## src/rtl/dpd_cacc_round.sv

```systemverilog
// dpd_cacc_round: complex accumulate / round-half-up / saturate stage behind the DPD multiplier.
// Revision 1.0
`default_nettype none

module dpd_cacc_round #(
  parameter int CWIDTH    = 32,
  parameter int AWIDTH    = 40,
  parameter int OWIDTH    = 16,
  parameter int SHIFT     = 14,
  parameter int MAX_TERMS = 64
) (
  input  logic                  clk,
  input  logic                  rst_n,
  input  logic [2*CWIDTH-1:0]   din,
  input  logic                  din_valid,
  input  logic                  din_last,
  output logic [2*OWIDTH-1:0]   dout,
  output logic                  dout_valid,
  input  logic                  stat_clr,
  output logic                  sat_flag,
  output logic                  len_err
);

  localparam int CNTW = $clog2(MAX_TERMS + 1);
  localparam logic [AWIDTH:0] ONE = (AWIDTH+1)'(1);
  localparam logic signed [AWIDTH:0] RND_HALF = signed'(ONE << (SHIFT - 1));
  localparam logic signed [AWIDTH:0] SAT_MAX  = signed'((ONE << (OWIDTH - 1)) - ONE);
  localparam logic signed [AWIDTH:0] SAT_MIN  = signed'(~((ONE << (OWIDTH - 1)) - ONE));

  // ---------------- stage 1: accumulate ----------------
  logic signed [CWIDTH-1:0] din_i, din_q;
  logic signed [AWIDTH-1:0] ext_i, ext_q;
  logic signed [AWIDTH-1:0] acc_i, acc_q;
  logic [CWIDTH*0+CNTW-1:0] term_cnt, term_num;
  logic                     first, close_d, close_cnt, close;

  assign din_i = din[2*CWIDTH-1:CWIDTH];
  assign din_q = din[CWIDTH-1:0];
  assign ext_i = AWIDTH'(din_i);
  assign ext_q = AWIDTH'(din_q);

  // Position of the current term within its sample; the opening term is always number 1.
  assign term_num  = first ? CNTW'(1) : term_cnt + CNTW'(1);
  assign close_cnt = (term_num == CNTW'(MAX_TERMS));
  assign close     = din_last | close_cnt;

  always_ff @(posedge clk) begin
    if (!rst_n) begin
      acc_i    <= '0;
      acc_q    <= '0;
      term_cnt <= '0;
      first    <= 1'b1;
      close_d  <= 1'b0;
    end else begin
      close_d <= 1'b0;
      if (din_valid) begin
        term_cnt <= term_num;
        acc_i    <= first ? ext_i : acc_i + ext_i;
        acc_q    <= first ? ext_q : acc_q + ext_q;
        first    <= close;
        close_d  <= close;
      end
    end
  end

  always_ff @(posedge clk) begin
    if (!rst_n) begin
      len_err <= 1'b0;
    end else if (din_valid && close_cnt && !din_last) begin
      len_err <= 1'b1;
    end else if (stat_clr) begin
      len_err <= 1'b0;
    end
  end

  // ---------------- stage 2: round half up ----------------
  logic signed [AWIDTH:0] sum_i, sum_q;
  logic signed [AWIDTH:0] rnd_i, rnd_q;
  logic                   v2;

  assign sum_i = (AWIDTH+1)'(acc_i) + RND_HALF;
  assign sum_q = (AWIDTH+1)'(acc_q) + RND_HALF;

  // acc still holds the finished sum here even if stage 1 reloads it on this edge.
  always_ff @(posedge clk) begin
    if (!rst_n) begin
      v2    <= 1'b0;
      rnd_i <= '0;
      rnd_q <= '0;
    end else begin
      v2 <= close_d;
      if (close_d) begin
        rnd_i <= sum_i >>> SHIFT;
        rnd_q <= sum_q >>> SHIFT;
      end
    end
  end

  // ---------------- stage 3: saturate ----------------
  logic [OWIDTH-1:0] sat_i, sat_q;
  logic              clip_i, clip_q;

  always_comb begin
    sat_i  = rnd_i[OWIDTH-1:0];
    clip_i = 1'b0;
    if (rnd_i > SAT_MAX) begin
      sat_i  = SAT_MAX[OWIDTH-1:0];
      clip_i = 1'b1;
    end else if (rnd_i < SAT_MIN) begin
      sat_i  = SAT_MIN[OWIDTH-1:0];
      clip_i = 1'b1;
    end
  end

  always_comb begin
    sat_q  = rnd_q[OWIDTH-1:0];
    clip_q = 1'b0;
    if (rnd_q > SAT_MAX) begin
      sat_q  = SAT_MAX[OWIDTH-1:0];
      clip_q = 1'b1;
    end else if (rnd_q < SAT_MIN) begin
      sat_q  = SAT_MIN[OWIDTH-1:0];
      clip_q = 1'b1;
    end
  end

  always_ff @(posedge clk) begin
    if (!rst_n) begin
      dout       <= '0;
      dout_valid <= 1'b0;
      sat_flag   <= 1'b0;
    end else begin
      dout_valid <= v2;
      if (v2) begin
        dout <= {sat_i, sat_q};
      end
      // A new saturation event outranks a simultaneous clear.
      if (v2 && (clip_i || clip_q)) begin
        sat_flag <= 1'b1;
      end else if (stat_clr) begin
        sat_flag <= 1'b0;
      end
    end
  end

endmodule

`default_nettype wire

```

## config.mk

```make
export PLATFORM = sky130hd
export DESIGN_NAME = dpd_cacc_round
export DESIGN_NICKNAME = d
export VERILOG_FILES = /design/src/rtl/dpd_cacc_round.sv
export SDC_FILE = /design/constraint.sdc
export NUM_CORES = 1
export LEC_CHECK = 0
export CAP_MARGIN = 20
export CORE_MARGIN = 10
export CORE_UTILIZATION = 53
export DETAILED_ROUTE_END_ITERATION = 7
export PLACE_DENSITY = 0.86
export SYNTH_ARGS = -nofsm -noshare
export SYNTH_HDL_FRONTEND = slang
export SYNTH_SLANG_ARGS = --single-unit
```

## constraint.sdc

```tcl
create_clock -name clk -period 3 [get_ports clk]
set_input_delay 0.45 -clock clk [delete_from_list [all_inputs] [get_ports clk]]
set_output_delay 0.45 -clock clk [all_outputs]
set_load 0.005 [all_outputs]
```

==> results of run 1 <==
-- repair_timing --
action,in CTS,in global routing
buffers inserted,5,2
resized for setup,14,36
endpoints found under the setup margin,23,38
hold endpoints to repair,0,0
pin swaps,11,28
-- worst paths after layout --
path | end | slack (ns) | cells after the start
min reg2reg | len_err$_SDFFE_PN0P_ | 0.49 | 2
max reg2reg | acc_q[17]$_SDFFE_PN0P_ | 0.13 | 12
min | acc_q[31]$_SDFFE_PN0P_ | 0.47 | 2
max | acc_i[37]$_SDFFE_PN0P_ | 0.09 | 12
-- power by group through the flow --
stage               combinational [mW]  clock [mW]  sequential (mW)
floorplan                         1.26           0             2.69
global placement                  1.93           0             2.73
detailed placement                1.97           0             2.74
CTS                               2.02        2.44             2.68
global route                      2.31        2.54             2.71
finish                            2.10        2.42             2.69
-- registers in the layout (all words and copies together), names as in the netlist --
name / count
acc_q: 40
term_cnt: 7
first: 1
rnd_i: 27
rnd_q: 27
dout_valid: 1
acc_i: 40
len_err: 1
close_d: 1
dout: 32
sat_flag: 1
v2: 1
-- logic make-up (layout without fill, tap and decap cells) --
family	count (synthesis)	in the layout	synth area share [%]
compound gates	553	553	29.5
xor+xnor	107	107	7.92
fa+ha+maj	83	83	8.90
buf+inv	111	337	3.53
flops	179	179	30.3
mux	16	16	1.35
simple gates	468	468	18.5
-- metal layers --
metal	global-route usage (%)	share of wire, %	vias up
li1	-	-	5983
met1	28.8	44	5671
met2	37.4	47	366
met3	5.09	7.2	50
met4	6.23	1.8	0
met5	0	0	-
-- critical path, stage by stage --
cell             delay [ns]
clkdlybuf4s50_1        0.45
ha_1                   0.36
and2_1                 0.19
a221o_1                0.30
a31oi_1                0.25
nand2_1                0.13
o211ai_2               0.21
a21oi_2                0.10
a221oi_2               0.33
a21oi_2                0.12
nor4b_2                0.27
a211o_1                0.13
-- layout by cell type (no fill, tap or decap), types with 10 or more instances in the layout --
cell and count:
a21oi_1 176, dfxtp_1 176, nor2_1 174, buf_4 173
o21ai_0 133, nand2_1 104, clkdlybuf4s50_1 96, ha_1 73
xor2_1 58, a211oi_1 52, xnor2_1 49, a21o_1 46
nand3_1 43, o211ai_1 34, inv_1 25, nand4_1 24
nor3_1 22, and3_1 20, nand2b_1 17, clkbuf_16 17
mux2i_1 16, and2_1 13, or3_1 13, a31oi_1 12
o21bai_1 11, a311oi_1 10
-- through the flow --
stage | instance area (um2) | utilization, % | hold WS [ns] | worst slack, ns | power [mW]
2_1_floorplan | 11800 | - | 0.454 | 0.134 | 3.95
3_3_place_gp | 14200 | 64.7 | 0.460 | -0.622 | 4.65
3_5_place_dp | 14200 | 64.7 | 0.473 | -0.678 | 4.71
4_1_cts | 14900 | 68.0 | 0.443 | 0.00401 | 7.14
5_1_grt | 15100 | 68.9 | 0.457 | -0.0585 | 7.56
6_report | 15100 | 68.9 | 0.468 | 0.0869 | 7.21
-- area by class of cell --
| cell class | instances | area, um2 | share of cell area [%] |
|---|---|---|---|
| multi-input cells | 1227 | 8050 | 53.4 |
| inverters | 28 | 105 | 0.697 |
| repair buffers | 277 | 2350 | 15.6 |
| flip-flops and latches | 179 | 3590 | 23.8 |
| clock inverters | 15 | 204 | 1.35 |
| well taps | 280 | 350 | 2.32 |
| clock buffers | 17 | 425 | 2.82 |
==> metrics.log, run 1 <==
INFO  metric run_status = complete, no violations
INFO  metric first_pass_iters = 5
INFO  metric timing_hold_violations_final = 0
INFO  metric ys_top_cells_by_area = dfxtp_1 30%, ha_1 8.6%, a21oi_1 7.7%, o21ai_0 5.9%, nor2_1 5.5%
INFO  metric max_slew_margin = 37.9%
INFO  metric finalMaxSlewViolations = 0
INFO  metric clock_sinks = 179
INFO  metric post_drt_wl_per_cell = 16.8 um
INFO  metric via_count = 12100
INFO  metric yosysMostFrequentCell = a21oi_1
INFO  metric drc = 0
INFO  metric cp-end-kind = register
INFO  metric finalClockSkew = 0.0120 ns
INFO  metric port_buffer_count = 103
INFO  metric antenna_found_initial = 0
INFO  metric cell_internal_pwr = 4.83 mW
INFO  metric grt_start_max_net_pins = 83
INFO  metric cp-startpoint = din[58]
INFO  metric worst_hold_path_type = primary input to register
INFO  metric drt.antenna.violating_nets = 0
INFO  metric core_area = 21900 um2
INFO  metric netlist.top_cell.by_area = dfxtp_1
INFO  metric number_of_enable_flip_flop_cells_after_synthesis = 0
INFO  metric synth_seq_cells = around 180
INFO  metric drt_iter0_markers = 1195
INFO  metric p_clk_share = 33.5%
INFO  metric synth_top_area_share = 30.3%
INFO  metric die-width = between 150 and 200 um
INFO  metric max_freq = 343 MHz
INFO  metric drive_above_1_share = 15.0%
INFO  metric cts_max_level = 4
INFO  metric path_clk_slew = ~0.080 ns
INFO  metric gp_congestion = 0.924
INFO  metric grt_overflow = 0
INFO  metric leakage = 6.30 nW
INFO  metric arrival = 3.30 ns
INFO  metric power.sequential.fraction = 37.3%
INFO  metric syn-mean-instance-area = 7.80 um2
INFO  metric power_density = around 480 nW/um2
INFO  metric setup_tns = 0 ns
INFO  metric postSynthNetCount = 1669
INFO  metric synth_commonest_cells = 181 x a21oi_1, 179 x dfxtp_1, 174 x nor2_1
INFO  metric grt_pass1_vias = between 10000 and 15000
INFO  metric net-switching-power = between 2 and 2.5 mW
INFO  metric postCtsHoldBufs = 0
INFO  metric seq_area_frac_synth = between 30% and 40%
INFO  metric comb_power_share = a little under 30%
INFO  metric timing.rr.start = acc_q[1]$_SDFFE_PN0P_
INFO  metric totalWireLength = 34100 um
INFO  metric clk-insertion-delay-late = between 0.4 and 0.5 ns
INFO  metric die-area = 28700 um2
INFO  metric critPathKind = primary input to register
INFO  metric cts_tree = yes
INFO  metric finalSetupViolCount = 0
INFO  metric rsz0062_at_grt = true
INFO  metric fillers = 1741
INFO  metric groute.usage.overall = a little under a quarter
INFO  metric number_of_nets_in_the_layout = 1882
INFO  metric critical_path.max_fanout = 4
INFO  metric worst-endpoint-required = 3.39 ns
INFO  metric start_util = 54.1%
INFO  metric power.ir.vdd_worst = 0.393 mV
INFO  metric p_sw_share = 33.0%
INFO  metric synthDistinctLibCells = 71
INFO  metric maximum_capacitance_violations = 0
INFO  metric hpwlAfterDp = 24800 um
INFO  metric period_share = 97.1%
INFO  metric cts.root.buffer_cell = clkbuf_16
INFO  metric startpoint_type_of_the_worst_setup_path = primary input
INFO  metric synth_async_sr_flop_share = 0%
INFO  metric syn2layout_area_growth = 27.3%
INFO  metric synthesis.instances = 1517
INFO  metric cts_inserted_buffers = 17
INFO  metric yosys_warnings = 0
INFO  metric timing_worst_slew_pin_value = 0.931 ns
INFO  metric synth_area = 11800 um2
INFO  metric clock_tree.buffer_depth = 2
INFO  metric detail_route.vias_per_cell = a little under 6
INFO  metric postSynth.topFlopCell = dfxtp_1
INFO  metric floorplan.rows = 54
INFO  metric n_antenna_cell = 0
INFO  metric fp.dieH = roughly 170 um
INFO  metric hold_path.startpoint = rst_n
INFO  metric fin_crit = 2.91 ns
INFO  metric instance_count_after_placement_with_tap_cells_included = 1984
INFO  metric finalNonFillerCells = approximately 2000
INFO  metric first_pass_grt_wire_length = about 55000 um
INFO  metric ioPinCount = about 100
(Power assumes the default switching activity.)
==> inputs of run 2 (changes only) <==
- SLEW_MARGIN: default -> 20
==> results of run 2 <==
No change in the layout: final DEF, timing and power equal those of run 1.
